$ cat src/rtl/reset_ctrl_pkg.sv
// Shared types and constants for the reset source conditioning slice.
package reset_ctrl_pkg;

  // PLL lock qualification states
  typedef enum logic [1:0] {
    LK_DOWN = 2'd0,
    LK_QUAL = 2'd1,
    LK_UP   = 2'd2
  } lock_state_t;

  // Bit positions inside the conditioned external reset vector
  localparam int NUM_EXTERNAL_RESETS = 3;
  localparam int EXT_IDX_PLL         = 2;
  localparam int EXT_IDX_PIN         = 1;
  localparam int EXT_IDX_FATAL       = 0;

  // Width of a counter that must hold the values 0 .. n-1 (never narrower than 1 bit)
  function automatic int cnt_w(input int n);
    return (n <= 2) ? 1 : $clog2(n);
  endfunction

endpackage

$ cat src/rtl/reset_debounce_filter.sv
// Two-flop synchroniser followed by a symmetric debounce filter. The filtered
// output only changes after the synchronised input has disagreed with it for
// CYCLES consecutive clocks; any agreeing sample restarts the count.
module reset_debounce_filter
  import reset_ctrl_pkg::*;
#(
  parameter int CYCLES = 1024
) (
  input  logic i_clk,
  input  logic i_rstn,
  input  logic i_raw,
  output logic o_filt
);

  localparam int              CW   = cnt_w(CYCLES);
  localparam logic [CW-1:0]   LAST = CW'(CYCLES - 1);

  logic          r_s1;
  logic          r_s2;
  logic          r_out;
  logic [CW-1:0] r_cnt;

  // Bring the asynchronous input into the clock domain
  always_ff @(posedge i_clk) begin
    if (!i_rstn) begin
      r_s1 <= 1'b0;
      r_s2 <= 1'b0;
    end else begin
      r_s1 <= i_raw;
      r_s2 <= r_s1;
    end
  end

  // Count consecutive disagreeing samples; flip the output on the last one
  always_ff @(posedge i_clk) begin
    if (!i_rstn) begin
      r_out <= 1'b0;
      r_cnt <= '0;
    end else if (r_s2 != r_out) begin
      if (r_cnt == LAST) begin
        r_out <= r_s2;
        r_cnt <= '0;
      end else begin
        r_cnt <= r_cnt + 1'b1;
      end
    end else begin
      r_cnt <= '0;
    end
  end

  assign o_filt = r_out;

endmodule

$ cat src/rtl/reset_source_conditioner.sv
// Turns the raw board reset sources (reset pin, PLL lock, fatal error) into the
// registered active-low vector {pll_ok, pin_ok, !fatal} that feeds the reset
// domain synchroniser. Every bit is held low for a minimum number of cycles.
module reset_source_conditioner
  import reset_ctrl_pkg::*;
#(
  parameter int DEBOUNCE_CYCLES    = 1024,
  parameter int LOCK_STABLE_CYCLES = 4096,
  parameter int MIN_PULSE_CYCLES   = 64
) (
  input  logic                           clk,
  input  logic                           rstn,
  input  logic                           rstn_pin_raw,
  input  logic                           pll_lock_raw,
  input  logic                           fatal_error,
  input  logic                           error_clear,
  output logic [NUM_EXTERNAL_RESETS-1:0] ext_rstn,
  output logic                           fatal_latched,
  output logic [7:0]                     lock_loss_count
);

  localparam int            LW      = cnt_w(LOCK_STABLE_CYCLES);
  localparam logic [LW-1:0] LK_LAST = LW'(LOCK_STABLE_CYCLES - 1);
  localparam int            PW      = cnt_w(MIN_PULSE_CYCLES);
  localparam logic [PW-1:0] MP_LAST = PW'(MIN_PULSE_CYCLES - 1);

  logic                           r_lock_s1;
  logic                           r_lock_s2;
  lock_state_t                    r_lk_state;
  logic [LW-1:0]                  r_lk_cnt;
  logic [7:0]                     r_loss_cnt;
  logic                           r_fatal;
  logic [NUM_EXTERNAL_RESETS-1:0] r_ext;
  logic [PW-1:0]                  r_mp [NUM_EXTERNAL_RESETS];

  logic                           w_pin_filt;
  logic                           w_lk_up_nxt;
  logic                           w_fatal_nxt;
  logic [NUM_EXTERNAL_RESETS-1:0] w_req;

  reset_debounce_filter #(
    .CYCLES (DEBOUNCE_CYCLES)
  ) u_pin_filter (
    .i_clk  (clk),
    .i_rstn (rstn),
    .i_raw  (rstn_pin_raw),
    .o_filt (w_pin_filt)
  );

  // Synchronise the PLL lock indicator
  always_ff @(posedge clk) begin
    if (!rstn) begin
      r_lock_s1 <= 1'b0;
      r_lock_s2 <= 1'b0;
    end else begin
      r_lock_s1 <= pll_lock_raw;
      r_lock_s2 <= r_lock_s1;
    end
  end

  // Release requests per bit. The PLL and fatal bits use the next-state decode so
  // a lock loss or fatal request reaches the output register on the same edge.
  always_comb begin
    w_lk_up_nxt = r_lock_s2 &&
                  ((r_lk_state == LK_UP) ||
                   ((r_lk_state == LK_QUAL) && (r_lk_cnt == LK_LAST)));
    w_fatal_nxt = fatal_error | (r_fatal & ~error_clear);
    w_req                = '0;
    w_req[EXT_IDX_PLL]   = w_lk_up_nxt;
    w_req[EXT_IDX_PIN]   = w_pin_filt;
    w_req[EXT_IDX_FATAL] = ~w_fatal_nxt;
  end

  // Lock qualification FSM and saturating lock-loss counter
  always_ff @(posedge clk) begin
    if (!rstn) begin
      r_lk_state <= LK_DOWN;
      r_lk_cnt   <= '0;
      r_loss_cnt <= '0;
    end else begin
      case (r_lk_state)
        LK_DOWN: begin
          if (r_lock_s2) begin
            r_lk_state <= LK_QUAL;
            r_lk_cnt   <= '0;
          end
        end
        LK_QUAL: begin
          if (!r_lock_s2) begin
            r_lk_state <= LK_DOWN;
          end else if (r_lk_cnt == LK_LAST) begin
            r_lk_state <= LK_UP;
          end else begin
            r_lk_cnt <= r_lk_cnt + 1'b1;
          end
        end
        LK_UP: begin
          if (!r_lock_s2) begin
            r_lk_state <= LK_DOWN;
            if (r_loss_cnt != 8'hFF) begin
              r_loss_cnt <= r_loss_cnt + 8'd1;
            end
          end
        end
        default: r_lk_state <= LK_DOWN;
      endcase
    end
  end

  // Sticky fatal flag; a set request wins over a simultaneous clear
  always_ff @(posedge clk) begin
    if (!rstn) begin
      r_fatal <= 1'b0;
    end else begin
      r_fatal <= w_fatal_nxt;
    end
  end

  // Minimum low-pulse stretcher. r_mp counts cycles spent low since the fall
  // (or since reset), saturating at MIN_PULSE_CYCLES-1; release waits for it.
  always_ff @(posedge clk) begin
    if (!rstn) begin
      r_ext <= '0;
      for (int i = 0; i < NUM_EXTERNAL_RESETS; i++) begin
        r_mp[i] <= '0;
      end
    end else begin
      for (int i = 0; i < NUM_EXTERNAL_RESETS; i++) begin
        if (r_ext[i]) begin
          if (!w_req[i]) begin
            r_ext[i] <= 1'b0;
            r_mp[i]  <= '0;
          end
        end else if (r_mp[i] == MP_LAST) begin
          if (w_req[i]) begin
            r_ext[i] <= 1'b1;
          end
        end else begin
          r_mp[i] <= r_mp[i] + 1'b1;
        end
      end
    end
  end

  assign ext_rstn        = r_ext;
  assign fatal_latched   = r_fatal;
  assign lock_loss_count = r_loss_cnt;

endmodule

$ cat config.mk
export PLATFORM = sky130hd
export DESIGN_NAME = reset_source_conditioner
export DESIGN_NICKNAME = d
export VERILOG_FILES = /design/src/rtl/reset_ctrl_pkg.sv /design/src/rtl/reset_debounce_filter.sv /design/src/rtl/reset_source_conditioner.sv
export SDC_FILE = /design/constraint.sdc
export NUM_CORES = 1
export LEC_CHECK = 0
export CAP_MARGIN = 20
export CORE_MARGIN = 2
export CORE_UTILIZATION = 35
export CTS_BUF_LIST = sky130_fd_sc_hd__clkbuf_2 sky130_fd_sc_hd__clkbuf_4 sky130_fd_sc_hd__clkbuf_8
export CTS_CLUSTER_DIAMETER = 60
export DETAILED_ROUTE_END_ITERATION = 16
export PLACE_DENSITY_LB_ADDON = 0.12
export SLEW_MARGIN = 20
export SYNTH_ARGS = -nofsm -noshare
export SYNTH_HDL_FRONTEND = slang
export SYNTH_SLANG_ARGS = --single-unit
$ cat constraint.sdc
create_clock -name clk -period 2.3 [get_ports clk]
set_input_delay 0.345 -clock clk [delete_from_list [all_inputs] [get_ports clk]]
set_output_delay 0.345 -clock clk [all_outputs]
set_load 0.005 [all_outputs]
==> reports/qor.txt <==
status: completed
Iter 0 DRT Violations: 84
area of the multi-input gates: 0.001299 mm^2
cts-stage hold buffer count: 0
Max IR drop VDD: 399.8 uV
final setup fails: 0
Crit path buffers/inverters: 0
initial antenna violation count: 0
MaxCap Viol Count: 0
FF/Latch Area: 0.001361 mm^2
full die area: 0.008448 mm^2
total CTS buffers: 9
gpl congestion: 0.7613
total number of vias: 2,048
Clock Tree Buf Depth: 2
pin slew with the least headroom to its limit: 816.3 ps
initial core utilization: 35.56%
fraction of layout cells with a size suffix above 1: 8.889%
overall power: 2.191 mW
Pwr per Cell Area: 677.5 mW/mm^2
Row Count: 32
Place WS: 263.7 ps
final worst path period need: 1899 ps
IO Count: 18
syn_nets: 293
GRT Total Usage: 13.67%
first-pass GRT wire length: 9.101 mm
port bufs: 17
post-route ant nets: 0
DP Wirelength: 3.622 mm
crit-path cells: ha_1 -> nand4_4 -> or4_1 -> and3_1 -> a211oi_2
slack of the critical path: 401.2 ps
residual overflow from global routing: 0
H-tree depth: 3
Crit. End Element: flop
Top Family by Delay on Critical Path: simple AND/OR/NAND/NOR gates
post-route cell area: 0.003233 mm^2
Die Ht: 91.92 um
fmax: 526.6 MHz
Placed Instances: 401
Initial DRT Pass Iterations: 6
Root Buffer: clkbuf_8
final core utilization: 42.50%
crit share post-route: 82.56%
setup TNS: 0 ps
post-synthesis register bit count: 59
hold_ws: 436.0 ps
Placed Area: 0.003022 mm^2
crit-path max cell delay: 570 ps
Worst-path clk slew: 60 ps
Area Overhead vs Synth: 19.52%
chip width: 91.92 um
Mapped Area: 0.002705 mm^2
Final Skew: 8.594 ps
Distinct cells, synth: 44
CORE AREA: 0.007607 mm^2
WL final: 5.173 mm
# fillers: 767
RSZ-0062 raised after global routing: false
top cells by area in the synthesized netlist: dfxtp_1, edfxtp_1, nor2_1
crit path kind: flop to flop
DRC: 0
Hold Violations, Final: 0
WP data required: 2550 ps
Ys Warns: 0
vias in the first global route: 2,056
Seq/Total Area, Yosys: 50.32%
worst-path fanout max: 7
Mapped Cells: 281
Finished Layout Cells: 417
Final #Nets: 322
cts repair resizes: 0
CP arrival: 2150 ps
largest area contributor in the netlist: dfxtp_1
post-CTS setup buffers: 0
DR WL/cell: 12.41 um
Tightest Hold Check Type: flop to flop
antenna diode count: 0
relative slew slack: 45.00%
most frequent cells in the layout: nor2_1, dfxtp_1, nand2_1
Final Slew Violations: 0
worst skew pair latency: 330 ps
Slowest-stage cell, CP: or4_1
Synth top area share: 30.34%
Pleak: 1.151 nW
Vias per Instance: 4.911
CP Launch Type: flop
clock sink count: 59
largest net degree at the start of global routing: 19
mean post-synth cell area: 9.627 um^2
TritonCTS clock tree: yes
==> sequential cells by signal, summed over array words and instances (netlist names) <==
| name | cells |
|---|---|
| r_mp | 18 |
| r_lk_cnt | 12 |
| u_pin_filter.r_cnt | 10 |
| lock_loss_count | 8 |
| ext_rstn | 3 |
| r_lk_state | 2 |
| fatal_latched | 1 |
| r_lock_s1 | 1 |
| r_lock_s2 | 1 |
| u_pin_filter.o_filt | 1 |
| u_pin_filter.r_s1 | 1 |
| u_pin_filter.r_s2 | 1 |
==> power by group <==
| part | leakage [nW] | switching (mW) | internal (mW) |
|---|---|---|---|
| registers | 0.548 | 0.0140 | 1.09 |
| logic | 0.498 | 0.0365 | 0.0329 |
| clock network | 0.105 | 0.405 | 0.613 |
| total | 1.15 | 0.456 | 1.73 |
==> layout make-up <==
class	count	area share, %
Sequential cell	59	42.11
Multi-Input combinational cell	210	40.17
Timing Repair Buffer	21	6.192
Clock buffer	10	4.063
Tap cell	102	3.947
Clock inverter	6	2.477
Inverter	9	1.045
==> metal layers <==
metal	up-vias	part of all wire [%]	track usage [%]	wire length (um)
li1	1064	-	-	-
met1	950	50	16.49	2572
met2	30	46	22.18	2356
met3	4	4.0	6.081	207
met4	0	0.70	3.731	36
met5	-	0	0	0
==> Yosys cell counts, drive strengths merged <==
cell type and instances:
dfxtp 41, nor2 41, nand2 24, nand3 20
edfxtp 18, xnor2 14, and3 13, xor2 9
inv 8, o21ai 8, a21oi 7, a31oi 7
and2 7, ha 6, nor3 6, or4 6
nand4 5, nand2b 4, nor4 4, or3 4
a21o 3, clkbuf 3, mux2i 3, o211ai 3
o31ai 3, or2 2, a211oi 1, and4 1
clkinv 1, nand4b 1, nor2b 1, nor3b 1
o21a 1, o21bai 1, o311a 1, o31a 1
o41ai 1, or3b 1
==> worst register-to-register path, delay by kind of cell (launching register included) <==
family,cells,cell delay [ps]
AND/OR/NAND/NOR,3,960
AO/OA/AOI/OAI,1,190
adder cells (fa/ha/maj),1,300
flip-flops,1,380
==> path summary, 6_finish.rpt <==
path                                         from           endpoint  slack, ps  cells past startpoint
worst max register to register        r_lk_cnt[0]        r_lk_cnt[2]        400                      5
worst min-delay path            u_pin_filter.r_s1  u_pin_filter.r_s2        440                      1
worst max-delay path                  r_lk_cnt[0]        r_lk_cnt[2]        400                      5
worst min register to register  u_pin_filter.r_s1  u_pin_filter.r_s2        440                      1
==> logic make-up after synthesis <==
group / after synthesis / synth area share [%]
mux: 3 / 1.110
simple gates: 141 / 27.48
flops: 59 / 50.32
buf+inv: 12 / 1.665
xor+xnor: 23 / 7.447
fa+ha+maj: 6 / 2.775
compound gates: 37 / 9.204
Power figures use the tool's default switching activity.
